### config.mk
export PLATFORM = sky130hd
export DESIGN_NAME = seg_disp_sched
export DESIGN_NICKNAME = d
export VERILOG_FILES = /design/src/rtl/seg_disp_sched.sv
export SDC_FILE = /design/constraint.sdc
export NUM_CORES = 1
export LEC_CHECK = 0
export CORE_ASPECT_RATIO = 0.9
export CORE_MARGIN = 3
export CORE_UTILIZATION = 38
export CTS_BUF_LIST = sky130_fd_sc_hd__clkbuf_16
export DETAILED_ROUTE_END_ITERATION = 8
export HOLD_SLACK_MARGIN = 0.06
export MAX_ROUTING_LAYER = met4
export PLACE_DENSITY = 0.72
export SLEW_MARGIN = 5
export SYNTH_ARGS = -nofsm -noshare
export SYNTH_HDL_FRONTEND = slang
export SYNTH_SLANG_ARGS = --single-unit
### constraint.sdc
create_clock -name clk -period 2.9 [get_ports clk]
set_clock_uncertainty 0.2 [all_clocks]
set_input_delay 0.58 -clock clk [delete_from_list [all_inputs] [get_ports clk]]
set_output_delay 0.58 -clock clk [all_outputs]
set_load 0.1 [all_outputs]
### src/rtl/seg_disp_sched.sv
// seg_disp_sched
//   Time-shares the 8-digit serial 7-seg display path among NSRC 32-bit debug
//   sources. Each refresh it picks a source (auto round-robin or manual select),
//   latches the value, pulses p2s_start to the serial shifter, and holds the
//   value steady until the shift is done and REFRESH idle cycles have passed.
//
// Ports
//   clk, rst     clock, asynchronous active-high reset
//   src_data     NSRC packed 32-bit sources, source i at [32*i+31:32*i]
//   src_valid    per-source eligibility
//   mode         0 = auto round-robin, 1 = manual
//   sel_manual   manual source index (out of range maps to 0)
//   next_btn     one-cycle pulse: advance to next valid source (auto mode)
//   p2s_busy     shifter busy, high while shifting
//   p2s_start    one-cycle start pulse to the shifter
//   p2s_num      value being displayed
//   dot          one-hot source indicator, dot[cur_src[2:0]]
//   cur_src      index of the latched source
//   to_err       sticky: shifter never acknowledged a start
//
// Handshake: p2s_start is high for exactly one cycle (the START state). The
// shifter acknowledges by raising p2s_busy within BUSY_TO cycles and completes
// by dropping it; busy is only looked at in WAIT_ACK and WAIT_DONE.
// The FSM state is held in state_q.

module seg_disp_sched #(
  parameter int NSRC    = 4,
  parameter int DWELL   = 2**24,
  parameter int REFRESH = 2**16,
  parameter int BUSY_TO = 8,
  localparam int IDXW   = (NSRC > 1) ? $clog2(NSRC) : 1
) (
  input  logic                 clk,
  input  logic                 rst,
  input  logic [NSRC*32-1:0]   src_data,
  input  logic [NSRC-1:0]      src_valid,
  input  logic                 mode,
  input  logic [IDXW-1:0]      sel_manual,
  input  logic                 next_btn,
  input  logic                 p2s_busy,
  output logic                 p2s_start,
  output logic [31:0]          p2s_num,
  output logic [7:0]           dot,
  output logic [IDXW-1:0]      cur_src,
  output logic                 to_err
);

  localparam int DW = $clog2(DWELL + 1);
  localparam int RW = $clog2(REFRESH + 1);
  localparam int AW = $clog2(BUSY_TO + 1);

  typedef enum logic [2:0] {
    S_IDLE, S_LOAD, S_START, S_WAIT_ACK, S_WAIT_DONE, S_HOLD
  } state_e;

  state_e            state_q;
  logic [DW-1:0]     dwell_q, dwell_d;
  logic              adv_pend_q, adv_pend_d;
  logic [AW-1:0]     ack_q;
  logic [RW-1:0]     refresh_q;
  logic              p2s_start_q;
  logic [31:0]       p2s_num_q;
  logic [7:0]        dot_q;
  logic [IDXW-1:0]   cur_src_q;
  logic              to_err_q;

  logic [31:0]       words [NSRC];
  logic [IDXW-1:0]   man_idx, nxt_idx, load_idx, cand;
  logic              found, dwell_exp;
  logic [31:0]       load_data;
  logic [2:0]        dot_sel;

  always_comb begin
    for (int i = 0; i < NSRC; i++) begin
      words[i] = src_data[32*i +: 32];
    end
  end

  // Source selection, only consumed in LOAD.
  always_comb begin
    man_idx = (32'(sel_manual) >= 32'(NSRC)) ? '0 : sel_manual;
    // First valid index after cur_src, wrapping; the last candidate is cur_src
    // itself, and if nothing is valid the index stays put.
    nxt_idx = cur_src_q;
    found   = 1'b0;
    cand    = '0;
    for (int k = 1; k <= NSRC; k++) begin
      cand = IDXW'((int'(cur_src_q) + k) % NSRC);
      if (!found && src_valid[cand]) begin
        nxt_idx = cand;
        found   = 1'b1;
      end
    end
    load_idx  = mode ? man_idx : (adv_pend_q ? nxt_idx : cur_src_q);
    load_data = src_valid[load_idx] ? words[load_idx] : 32'h0;
    dot_sel   = 3'(load_idx);
  end

  // Dwell counter runs only in auto mode. A new advance request in the LOAD
  // cycle itself wins over the clear so it is not lost.
  always_comb begin
    dwell_exp  = !mode && (dwell_q == DW'(DWELL - 1));
    dwell_d    = (mode || dwell_exp) ? '0 : dwell_q + DW'(1);
    adv_pend_d = ((state_q == S_LOAD) ? 1'b0 : adv_pend_q)
               | (!mode && (dwell_exp || next_btn));
  end

  always_ff @(posedge clk or posedge rst) begin
    if (rst) begin
      state_q     <= S_IDLE;
      dwell_q     <= '0;
      adv_pend_q  <= 1'b0;
      ack_q       <= '0;
      refresh_q   <= '0;
      p2s_start_q <= 1'b0;
      p2s_num_q   <= 32'h0;
      dot_q       <= 8'h01;
      cur_src_q   <= '0;
      to_err_q    <= 1'b0;
    end else begin
      dwell_q     <= dwell_d;
      adv_pend_q  <= adv_pend_d;
      p2s_start_q <= 1'b0;
      case (state_q)
        S_IDLE: state_q <= S_LOAD;
        S_LOAD: begin
          p2s_num_q   <= load_data;
          cur_src_q   <= load_idx;
          dot_q       <= 8'b1 << dot_sel;
          p2s_start_q <= 1'b1;
          state_q     <= S_START;
        end
        S_START: begin
          ack_q   <= '0;
          state_q <= S_WAIT_ACK;
        end
        S_WAIT_ACK: begin
          if (p2s_busy) begin
            state_q <= S_WAIT_DONE;
          end else if (ack_q == AW'(BUSY_TO - 1)) begin
            to_err_q  <= 1'b1;
            refresh_q <= '0;
            state_q   <= S_HOLD;
          end else begin
            ack_q <= ack_q + AW'(1);
          end
        end
        S_WAIT_DONE: begin
          if (!p2s_busy) begin
            refresh_q <= '0;
            state_q   <= S_HOLD;
          end
        end
        S_HOLD: begin
          if (refresh_q == RW'(REFRESH - 1)) begin
            state_q <= S_LOAD;
          end else begin
            refresh_q <= refresh_q + RW'(1);
          end
        end
        default: state_q <= S_IDLE;
      endcase
    end
  end

  assign p2s_start = p2s_start_q;
  assign p2s_num   = p2s_num_q;
  assign dot       = dot_q;
  assign cur_src   = cur_src_q;
  assign to_err    = to_err_q;

endmodule

==> results by stage <==
Outcome:
- The run finished with clean final reports.

CTS:
- The number of buffers added by the clock tree synthesis step is 9.
- The register clock-pin slew on the reported worst setup and hold paths is 0.06 ns.
- The later pin in the worst-skew pair is clocked with a latency of 0.34 ns.
- The number of setup buffers added after CTS is 0.
- The number of levels in the clock H-tree is 3.
- In this run, post-CTS hold repair placed 0 buffers.
- The clock sink total is 90.
- The maximum buffer depth of the clock tree is 2.
- The clock tree from TritonCTS is built.
- Gates resized during post-CTS repair numbered 0.
- The root buffer selected by CTS is sky130_fd_sc_hd__clkbuf_16.

Logic synthesis:
- The fraction of registers with async set or reset after synthesis is 1.00.
- Dividing the synthesized area by the synthesized cell count gives 10.7 um^2.
- Yosys mapped the design onto 52 distinct sky130hd cell types.
- The most used flip-flop cell after synthesis is sky130_fd_sc_hd__dfrtp_1.
- The synthesized netlist cell count is 514.
- Yosys mapped a number of flops with a built-in enable equal to 0.
- The yosys synthesis warning count is 0.
- In this run, synthesis produced a sequential element count of 90.
- The post-synth design cell area is 5530 um^2.
- For this run, the register share of the synthesized area comes to 0.408.

Floorplanning:
- The number of standard-cell rows in the floorplan is 41.
- The horizontal extent of the die is 133 um.
- The die area is 16000 um^2.
- For this configuration, the core starts out at a cell density of 0.392.
- The height of the die is 120 um.
- The total area inside the core boundary comes to 14100 um^2.
- The number of primary I/O pins is 183.

Global route:
- The total track usage is 0.191.
- The initial antenna violation count came to 0.
- Global routing finished with a remaining overflow of 0.
- The via count of the first global-routing pass was 4885.
- Entering global routing, the biggest net connects 42 pins.
- The first-pass GRT wire length is 24000 um.

Finish:
- The post-route cell area is 7770 um^2.
- The total number of nets in the final design is 844.
- 0 antenna diodes ended up in the layout.
- Compared with the post-synthesis result, the final layout area differs by 40.6%.
- The most common cell after layout, fill and taps aside is sky130_fd_sc_hd__clkdlybuf4s50_1.
- The number of filler instances in the final layout is 1178.
- In the layout the commonest cells are sky130_fd_sc_hd__clkdlybuf4s50_1, sky130_fd_sc_hd__dfrtp_1, sky130_fd_sc_hd__mux2i_1.
- The register area is 2260 um^2.
- The multi-input logic area is 2990 um^2.
- The share of final-layout standard cells stronger than drive strength 1 is 0.223.

Worst setup path:
- The worst setup path is of the primary input to register kind.
- The slowest library cell on the worst path is sky130_fd_sc_hd__clkdlybuf4s50_1.
- The maximum single-stage delay on the critical path is 0.47 ns.
- Of all nets on the critical path, the largest fanout is 22.
- The worst setup path is launched from a primary input.
- Traced cell by cell, the critical path runs through clkdlybuf4s50_1, nor2b_1, a211o_1, a311oi_4, nor2_4, buf_4, mux2_4, o31ai_2.
- STA puts the critical path data required time at 2.95 ns.
- STA classifies the critical path endpoint as a register.
- For the worst setup path, the data arrival time is 2.78 ns.

Worst hold path:
- The worst min-delay path class is register to register.

Route:
- Dividing the detail-routed wire length by the instance count gives 16.2 um.
- After the first detailed-routing iteration, the DRC count stood at 206.
- The count of vias placed by the detailed router is 4498.
- The number of search-and-repair iterations in the first detailed-routing pass is 4.
- For this block, the routed nets add up to 14500 um of wire.
- The number of nets with antenna violations after routing is 0.
- The post-detailed-route DRC marker count is 0.
- The detail-routed via count per cell is 5.01.

Timing:
- Setup violations remaining at the end of the flow were counted as 0.
- Dividing the final minimum period by the clock period gives 0.943.
- The count of pins over their slew limit is 0.
- The final worst-path setup slack is 0.164 ns.
- Setup repair after global routing left no endpoint under its margin.
- The total count of hold-check failures in the final report was 0.
- In this run the tightest slew margin relative to its limit is 0.604.
- The maximum clock rate is 0.366 GHz.
- At the pin with the least slew margin, the transition time is 0.593 ns.
- The shortest period the worst path allows is 2.74 ns.

Power and ir drop:
- Dividing total power by cell area gives a power density of 917 nW/um^2.
- The worst-case IR drop observed on VDD is 0.517 mV.
- For this design the static power due to leakage is 3.49 nW.

Run:
- The count of maximum capacitance violations is 0.

Place:
- The congestion estimate from routability-driven global placement came to 0.826.
- Once detailed placement completed, the half-perimeter wirelength came to 11300 um.
- Port buffering added 178 buffers.
- The placed standard-cell area is 7490 um^2.
- The post-placement setup slack is -0.195 ns.
[state kept, by name, indices dropped and copies added, names as in the netlist]
register	cells
p2s_num	32
p2s_start	1
to_err	1
state_q	3
dwell_q	25
cur_src	2
adv_pend_q	1
ack_q	4
refresh_q	17
dot	4
[power by group]
part	switching (W)	total [W]	leakage [nW]	internal, W
clock network	0.000457	0.00111	0.142	0.000650
logic	0.00284	0.00422	2.16	0.00138
registers	0.000242	0.00180	1.19	0.00156
total	0.00354	0.00713	3.49	0.00358
[synthesized netlist by cell type (all sizes together), types with 2 or more instances]
master,count,share of area
dfrtp,89,0.40
mux2i,64,0.12
nand2,61,0.041
nor2,47,0.033
o31ai,35,0.077
mux2,32,0.072
buf,22,0.040
xor2,20,0.032
o21ai,15,0.014
xnor2,15,0.024
nand3,13,0.012
clkbuf,11,0.0082
inv,10,0.0068
nor3,9,0.0082
nand4,8,0.0091
and3,6,0.0068
a21oi,5,0.0045
and4,5,0.0079
nor3b,5,0.0068
ha,4,0.0091
nand3b,4,0.0054
nor2b,4,0.0045
nor4b,4,0.0063
and3b,3,0.0048
a32o,2,0.0036
o22ai,2,0.0023
o41ai,2,0.0066
or3,2,0.0023
[stage by stage]
step	util	setup TNS (ns)	total power (W)	hold slack, ns	cells
2_1_floorplan	-	0	0.00508	0.250	517
3_3_place_gp	0.531	-4.59	0.00598	0.261	883
3_5_place_dp	0.531	-5.52	0.00606	0.266	883
4_1_cts	0.550	0	0.00719	0.275	897
5_1_grt	0.551	0	0.00749	0.309	897
6_report	0.551	0	0.00713	0.274	897
[final timing paths]
path,cells past startpoint,slack [ns],end,startpoint
setup / recovery,8,0.16,p2s_num[22],src_valid[3]
hold / removal,2,0.27,dot[0],dot[0]
setup reg to reg,10,0.21,refresh_q[14],refresh_q[5]
hold reg to reg,2,0.27,dot[0],dot[0]
max in group asynchronous,3,1.41,dot[0],rst
min in group asynchronous,2,0.46,p2s_num[17],rst
[worst max-delay path: cells and delay by family]
family | cells | cell delay [ns]
AO/OA/AOI/OAI | 3 | 0.87
buffers and inverters | 2 | 0.73
multiplexers | 1 | 0.33
AND/OR/NAND/NOR | 2 | 0.26
[cell type report]
cell class / count / area share
inverter: 10 / 0.00531
clock inverter: 5 / 0.00628
timing repair buffer: 206 / 0.253
tap: 193 / 0.0311
clock buffer: 9 / 0.0290
sequential: 90 / 0.290
multi-input combinational: 384 / 0.385
[kinds of logic after synthesis]
kind of cell,Yosys count,synth area share
adder cells (fa/ha/maj),4,0.00906
other,1,0.000679
flip-flops,90,0.408
XOR/XNOR,35,0.0555
multiplexers,96,0.188
AO/OA/AOI/OAI,69,0.130
AND/OR/NAND/NOR,176,0.154
buffers and inverters,43,0.0546
[metal layers]
layer	global-route usage	wire length, um	share of wire	vias to the layer above
met5	-	0	0	-
met4	0.0585	290	0.020	0
met3	0.0528	854	0.059	22
met2	0.327	7380	0.51	131
met1	0.219	6000	0.41	2153
li1	-	-	-	2192
No activity file was read; power rests on OpenSTA's default activity.
